[src/rtl/magnetron_timer_ctrl_if.sv]
// Control/status bundle between a cook-timer front panel and the
// magnetron timer controller. The slave side is the controller itself.
interface magnetron_timer_ctrl_if #(
  parameter int WIDTH = 8
);
  logic             tick;
  logic             start;
  logic             stop;
  logic             door_closed;
  logic             load;
  logic [WIDTH-1:0] time_in;
  logic             s;
  logic             r;
  logic [WIDTH-1:0] remaining;
  logic             done;
  logic [2:0]       state_o;

  modport master (
    output tick, start, stop, door_closed, load, time_in,
    input  s, r, remaining, done, state_o
  );

  modport slave (
    input  tick, start, stop, door_closed, load, time_in,
    output s, r, remaining, done, state_o
  );
endinterface

[src/rtl/magnetron_timer_ctrl.sv]
// Magnetron cook timer: counts down seconds on a 1 Hz strobe and drives
// one-cycle set/reset pulses into the external magnetron SR latch.
// Every output is a register, so s/r/state follow the sampled inputs by
// exactly one clock edge. The r pulse issued on leaving INIT clears the
// latch after any reset, including one that interrupted a cook cycle.
module magnetron_timer_ctrl #(
  parameter int WIDTH = 8
) (
  input  logic                  clk,
  input  logic                  rst_n,
  magnetron_timer_ctrl_if.slave bus
);

  typedef enum logic [2:0] {
    ST_INIT  = 3'd0,
    ST_IDLE  = 3'd1,
    ST_COOK  = 3'd2,
    ST_PAUSE = 3'd3,
    ST_DONE  = 3'd4
  } state_t;

  state_t           state_reg, state_next;
  logic [WIDTH-1:0] rem_reg, rem_next;
  logic             s_reg, s_next;
  logic             r_reg, r_next;
  logic             done_reg, done_next;

  // Open-start condition shared by IDLE and PAUSE: stop always wins.
  logic start_ok;
  assign start_ok = bus.start && bus.door_closed && !bus.stop;

  // State, counter and pulse registers; reset is asynchronous and forces all quiet.
  always_ff @(posedge clk or negedge rst_n) begin
    if (!rst_n) begin
      state_reg <= ST_INIT;
      rem_reg   <= '0;
      s_reg     <= 1'b0;
      r_reg     <= 1'b0;
      done_reg  <= 1'b0;
    end else begin
      state_reg <= state_next;
      rem_reg   <= rem_next;
      s_reg     <= s_next;
      r_reg     <= r_next;
      done_reg  <= done_next;
    end
  end

  // Next-state, counter update and pulse decisions, highest priority first.
  always_comb begin
    state_next = state_reg;
    rem_next   = rem_reg;
    s_next     = 1'b0;
    r_next     = 1'b0;

    case (state_reg)
      ST_INIT: begin
        state_next = ST_IDLE;
        r_next     = 1'b1;
      end

      ST_IDLE: begin
        // A load in the same cycle as start shadows the start.
        if (bus.load) begin
          rem_next = bus.time_in;
        end else if (start_ok && (rem_reg != '0)) begin
          state_next = ST_COOK;
          s_next     = 1'b1;
        end
      end

      ST_COOK: begin
        if (bus.stop || !bus.door_closed) begin
          state_next = ST_PAUSE;
          r_next     = 1'b1;
        end else if (bus.tick && (rem_reg != '0)) begin
          rem_next = rem_reg - WIDTH'(1);
          if (rem_reg == WIDTH'(1)) begin
            state_next = ST_DONE;
            r_next     = 1'b1;
          end
        end
      end

      ST_PAUSE: begin
        if (bus.stop) begin
          state_next = ST_IDLE;
          rem_next   = '0;
        end else if (start_ok) begin
          state_next = ST_COOK;
          s_next     = 1'b1;
        end
      end

      ST_DONE: begin
        if (bus.start || bus.stop) begin
          state_next = ST_IDLE;
        end
      end

      default: begin
        state_next = ST_INIT;
        rem_next   = '0;
      end
    endcase

    done_next = (state_next == ST_DONE);
  end

  assign bus.s         = s_reg;
  assign bus.r         = r_reg;
  assign bus.remaining = rem_reg;
  assign bus.done      = done_reg;
  assign bus.state_o   = state_reg;

endmodule

[src/flat_wrapper.sv]
// flat-port wrapper written by rule: the top's interface ports become plain ports
module magnetron_timer_ctrl_flat 
#(
  parameter int WIDTH = 8
)
  (clk, rst_n, bus_tick, bus_start, bus_stop, bus_door_closed, bus_load, bus_time_in, bus_s, bus_r, bus_remaining, bus_done, bus_state_o);
  magnetron_timer_ctrl_if #(.WIDTH(WIDTH)) bus_i ();
  input  logic clk;
  input  logic rst_n;
  input wire logic [$bits(bus_i.tick)-1:0] bus_tick;
  input wire logic [$bits(bus_i.start)-1:0] bus_start;
  input wire logic [$bits(bus_i.stop)-1:0] bus_stop;
  input wire logic [$bits(bus_i.door_closed)-1:0] bus_door_closed;
  input wire logic [$bits(bus_i.load)-1:0] bus_load;
  input wire logic [$bits(bus_i.time_in)-1:0] bus_time_in;
  output wire logic [$bits(bus_i.s)-1:0] bus_s;
  output wire logic [$bits(bus_i.r)-1:0] bus_r;
  output wire logic [$bits(bus_i.remaining)-1:0] bus_remaining;
  output wire logic [$bits(bus_i.done)-1:0] bus_done;
  output wire logic [$bits(bus_i.state_o)-1:0] bus_state_o;
  assign bus_i.tick = bus_tick;
  assign bus_i.start = bus_start;
  assign bus_i.stop = bus_stop;
  assign bus_i.door_closed = bus_door_closed;
  assign bus_i.load = bus_load;
  assign bus_i.time_in = bus_time_in;
  assign bus_s = bus_i.s;
  assign bus_r = bus_i.r;
  assign bus_remaining = bus_i.remaining;
  assign bus_done = bus_i.done;
  assign bus_state_o = bus_i.state_o;
  magnetron_timer_ctrl #(.WIDTH(WIDTH)) u_core (.clk(clk), .rst_n(rst_n), .bus(bus_i));
endmodule
[config.mk]
export PLATFORM = sky130hd
export DESIGN_NAME = magnetron_timer_ctrl_flat
export DESIGN_NICKNAME = d
export VERILOG_FILES = /design/src/rtl/magnetron_timer_ctrl_if.sv /design/src/rtl/magnetron_timer_ctrl.sv /design/src/flat_wrapper.sv
export SDC_FILE = /design/constraint.sdc
export NUM_CORES = 1
export LEC_CHECK = 0
export ABC_AREA = 1
export CORE_AREA = 5 5 50 52
export CTS_BUF_LIST = sky130_fd_sc_hd__clkbuf_4 sky130_fd_sc_hd__clkbuf_8
export DETAILED_ROUTE_END_ITERATION = 6
export DIE_AREA = 0 0 55 57
export PLACE_DENSITY_LB_ADDON = 0.3
export SETUP_SLACK_MARGIN = 0.3
export SYNTH_ARGS = -nofsm -noshare
export SYNTH_HDL_FRONTEND = slang
export SYNTH_SLANG_ARGS = --single-unit
[constraint.sdc]
create_clock -name clk -period 4.5 [get_ports clk]
set_clock_uncertainty 0.2 [all_clocks]
set_input_delay 0.675 -clock clk [delete_from_list [all_inputs] [get_ports clk]]
set_output_delay 0.675 -clock clk [all_outputs]
set_load 0.02 [all_outputs]
==> impl_metrics.csv <==
group,metric,value,unit
outcome,status,"complete, no violations",
place,port_buffers,28,
drt,drt_iter0_markers,20,
job,maxCapViolCount,0,
final_layout,final_common_cell,"nand2_1",
hold_path,hold_path.class,"reg2reg",
final_layout,largest_register_ffs,8,
cts,clk_pin_slew,0.08,ns
synthesis,synth-seq-area-share,35.3,%
final_layout,syn2layout_area_growth,34.0,%
drt,wirelength,2.47,mm
pwr,intPower,413,µW
place,dp_cells,205,
final_layout,final_core_util,64.5,%
timing,drv_slew,0,
cts,cts_sinks,14,
setup_path,cpPeakStageDelay,0.67,ns
pwr,powerDensity,638,nW/µm²
die,die_y,57,µm
final_layout,diodes,0,
final_layout,fin_area,1330,µm²
final_layout,drive_above_1_share,10.6,%
drt,wl_per_cell,11.9,µm
final_layout,most-common-layout-cells,"nand2_1, clkdlybuf4s50_1, nor2_1",
timing,rsz0062_at_grt,"false",
final_layout,final_cells,208,
cts,post-cts-setup-buffer-count,0,
pwr,combPwrFrac,64.2,%
synthesis,synthXorXnorAreaFrac,0.882,%
place,dpl.hpwl,1.89,mm
global_routing,grt.met2_usage,30.2,%
setup_path,arrival,1.46,ns
drt,drc,0,
global_routing,met1_usage,22.7,%
global_routing,antenna_found_initial,0,
setup_path,path_cells,"clkdlybuf4s50_1",
global_routing,busiest_layer,"met2",
synthesis,synth-edff-count,0,
pwr,vdd_ir_drop_max,400,µV
synthesis,synthSimpleGateAreaFrac,47.9,%
die,die_w,55,µm
synthesis,synth-main-ff-cell,"dfrtp_1",
setup_path,critPathMaxFanout,7,
synthesis,synthAdderAreaFrac,3.78,%
synthesis,synthCells,149,
global_routing,grt_pass1_vias,999,
drt,vias,1042,
timing,finalSetupTns,0,ns
place,place.gp.congestion,0.853,
synthesis,synth-compound-area-share,6.17,%
drt,viasPerCell,5.01,
global_routing,grt_pass1_wl,4.18,mm
synthesis,synthesis.area,993,µm²
timing,post-route-min-period,2.33,ns
cts,cts_root_buf,"clkbuf_4",
cts,cts_tree,"done",
drt,first_pass_iters,4,
pwr,power_frac_clock,8.6,%
global_routing,grt_usage,18.0,%
die,initial_utilization,48.2,%
cts,numCtsBuffers,3,
pwr,p_switching,436,µW
cts,post_cts_resized,0,
cts,cts_buffer_depth,2,
pwr,switching_share,51.3,%
global_routing,grtUsageMet3,2.61,%
timing,hold_viol_final,0,
die,num_rows,17,
setup_path,cp_num_buf_inv,1,
global_routing,grt.overflow.total,0,
cts,cts-hold-fix-buffers,0,
setup_path,worstPathRequired,3.62,ns
synthesis,ys_ff_latch,14,
setup_path,endpoint_kind,"output port",
timing,clock.fmax,429,MHz
die,core,2060,µm²
drt,antenna_left,0,
setup_path,worstSetupPathType,"reg2out",
timing,timing.final.crit_share,51.8,%
setup_path,critical_path.top_delay_family,"buffers and inverters",
synthesis,synth_nets,167,
timing,maxSlewHeadroom,58.6,%
cts,ctsHtreeMaxLevel,1,
cts,clk-insertion-delay-late,0.28,ns
place,dpl_cell_area,1310,µm²
setup_path,crit_slowest_cell,"clkdlybuf4s50_1",
pwr,seq_power_share,27.2,%
synthesis,synth_cell_types,20,
synthesis,synth_top_family_by_area,"simple AND/OR/NAND/NOR gates",
synthesis,synth.avg_cell_area,6.67,µm²
pwr,leakage,0.000660,µW
setup_path,worstSetupStartpointType,"flip-flop",
synthesis,synth_warnings,0,
synthesis,async_flop_share,100,%
timing,tightest_slew,0.619,ns
die,die_area,3140,µm²
synthesis,synthMuxAreaShare,0,%
final_layout,finalNetCount,200,
timing,finalSetupViolCount,0,
die,ioPinCount,29,
global_routing,grt_max_degree,15,
==> cell type report <==
type | instances | area, µm²
inverter | 16 | 60.1
fill | 190 | 732
clock buffer | 3 | 22.5
timing repair buffer | 28 | 280
tap | 28 | 35.0
multi-input combinational | 119 | 583
sequential | 14 | 350
==> layer usage <==
metal  part of all wire [%]  vias to the layer above
met3                    5.6                        5
met2                     49                       33
met4                    1.5                        0
li1                       -                      533
met5                      0                        -
met1                     44                      471
==> worst paths after layout <==
kind	cells past startpoint	startpoint	to	slack (ns)
max	1	u_core.bus.state_o[1]	bus_state_o[1]	2.17
min	2	u_core.bus.remaining[1]	u_core.bus.remaining[1]	0.37
max reg2reg	9	u_core.bus.remaining[0]	u_core.bus.remaining[7]	2.78
min in group asynchronous	1	rst_n	u_core.bus.remaining[4]	0.57
max in group asynchronous	1	rst_n	u_core.bus.state_o[0]	3.13
min reg2reg	2	u_core.bus.remaining[1]	u_core.bus.remaining[1]	0.37
==> synthesized netlist by cell type, types with 3 or more instances <==
| library cell | count | share of area [%] |
|---|---|---|
| a21oi_1 | 3 | 1.5 |
| dfrtp_1 | 14 | 35 |
| ha_1 | 3 | 3.8 |
| inv_1 | 12 | 4.5 |
| inv_2 | 4 | 1.5 |
| nand2_1 | 60 | 23 |
| nand3_1 | 12 | 6.0 |
| nand4_1 | 3 | 1.9 |
| nor2_1 | 15 | 5.7 |
| nor2_2 | 5 | 3.1 |
| nor2_4 | 3 | 3.4 |
| o21ai_0 | 7 | 3.5 |
==> power by group through the flow <==
stage | registers [µW] | logic (µW) | clock network (µW)
finish | 231 | 546 | 73.1
global route | 240 | 607 | 78.5
CTS | 230 | 550 | 73.8
detailed placement | 232 | 547 | 0
global placement | 229 | 530 | 0
floorplan | 275 | 319 | 0
==> cells by family after synthesis <==
logic type | Yosys count
flops | 14
buf+inv | 16
compound gates | 12
xor+xnor | 1
fa+ha+maj | 3
simple gates | 103
==> per-stage QoR <==
stage | hold WS [ns] | total power, µW | worst slack [ns]
finish | 0.373 | 849 | 2.17
global route | 0.402 | 925 | 2.12
CTS | 0.372 | 854 | 2.17
detailed placement | 0.352 | 779 | 2.25
global placement | 0.318 | 759 | 2.32
floorplan | 0.179 | 594 | 2.84
No activity file was read; power rests on OpenSTA's default activity.
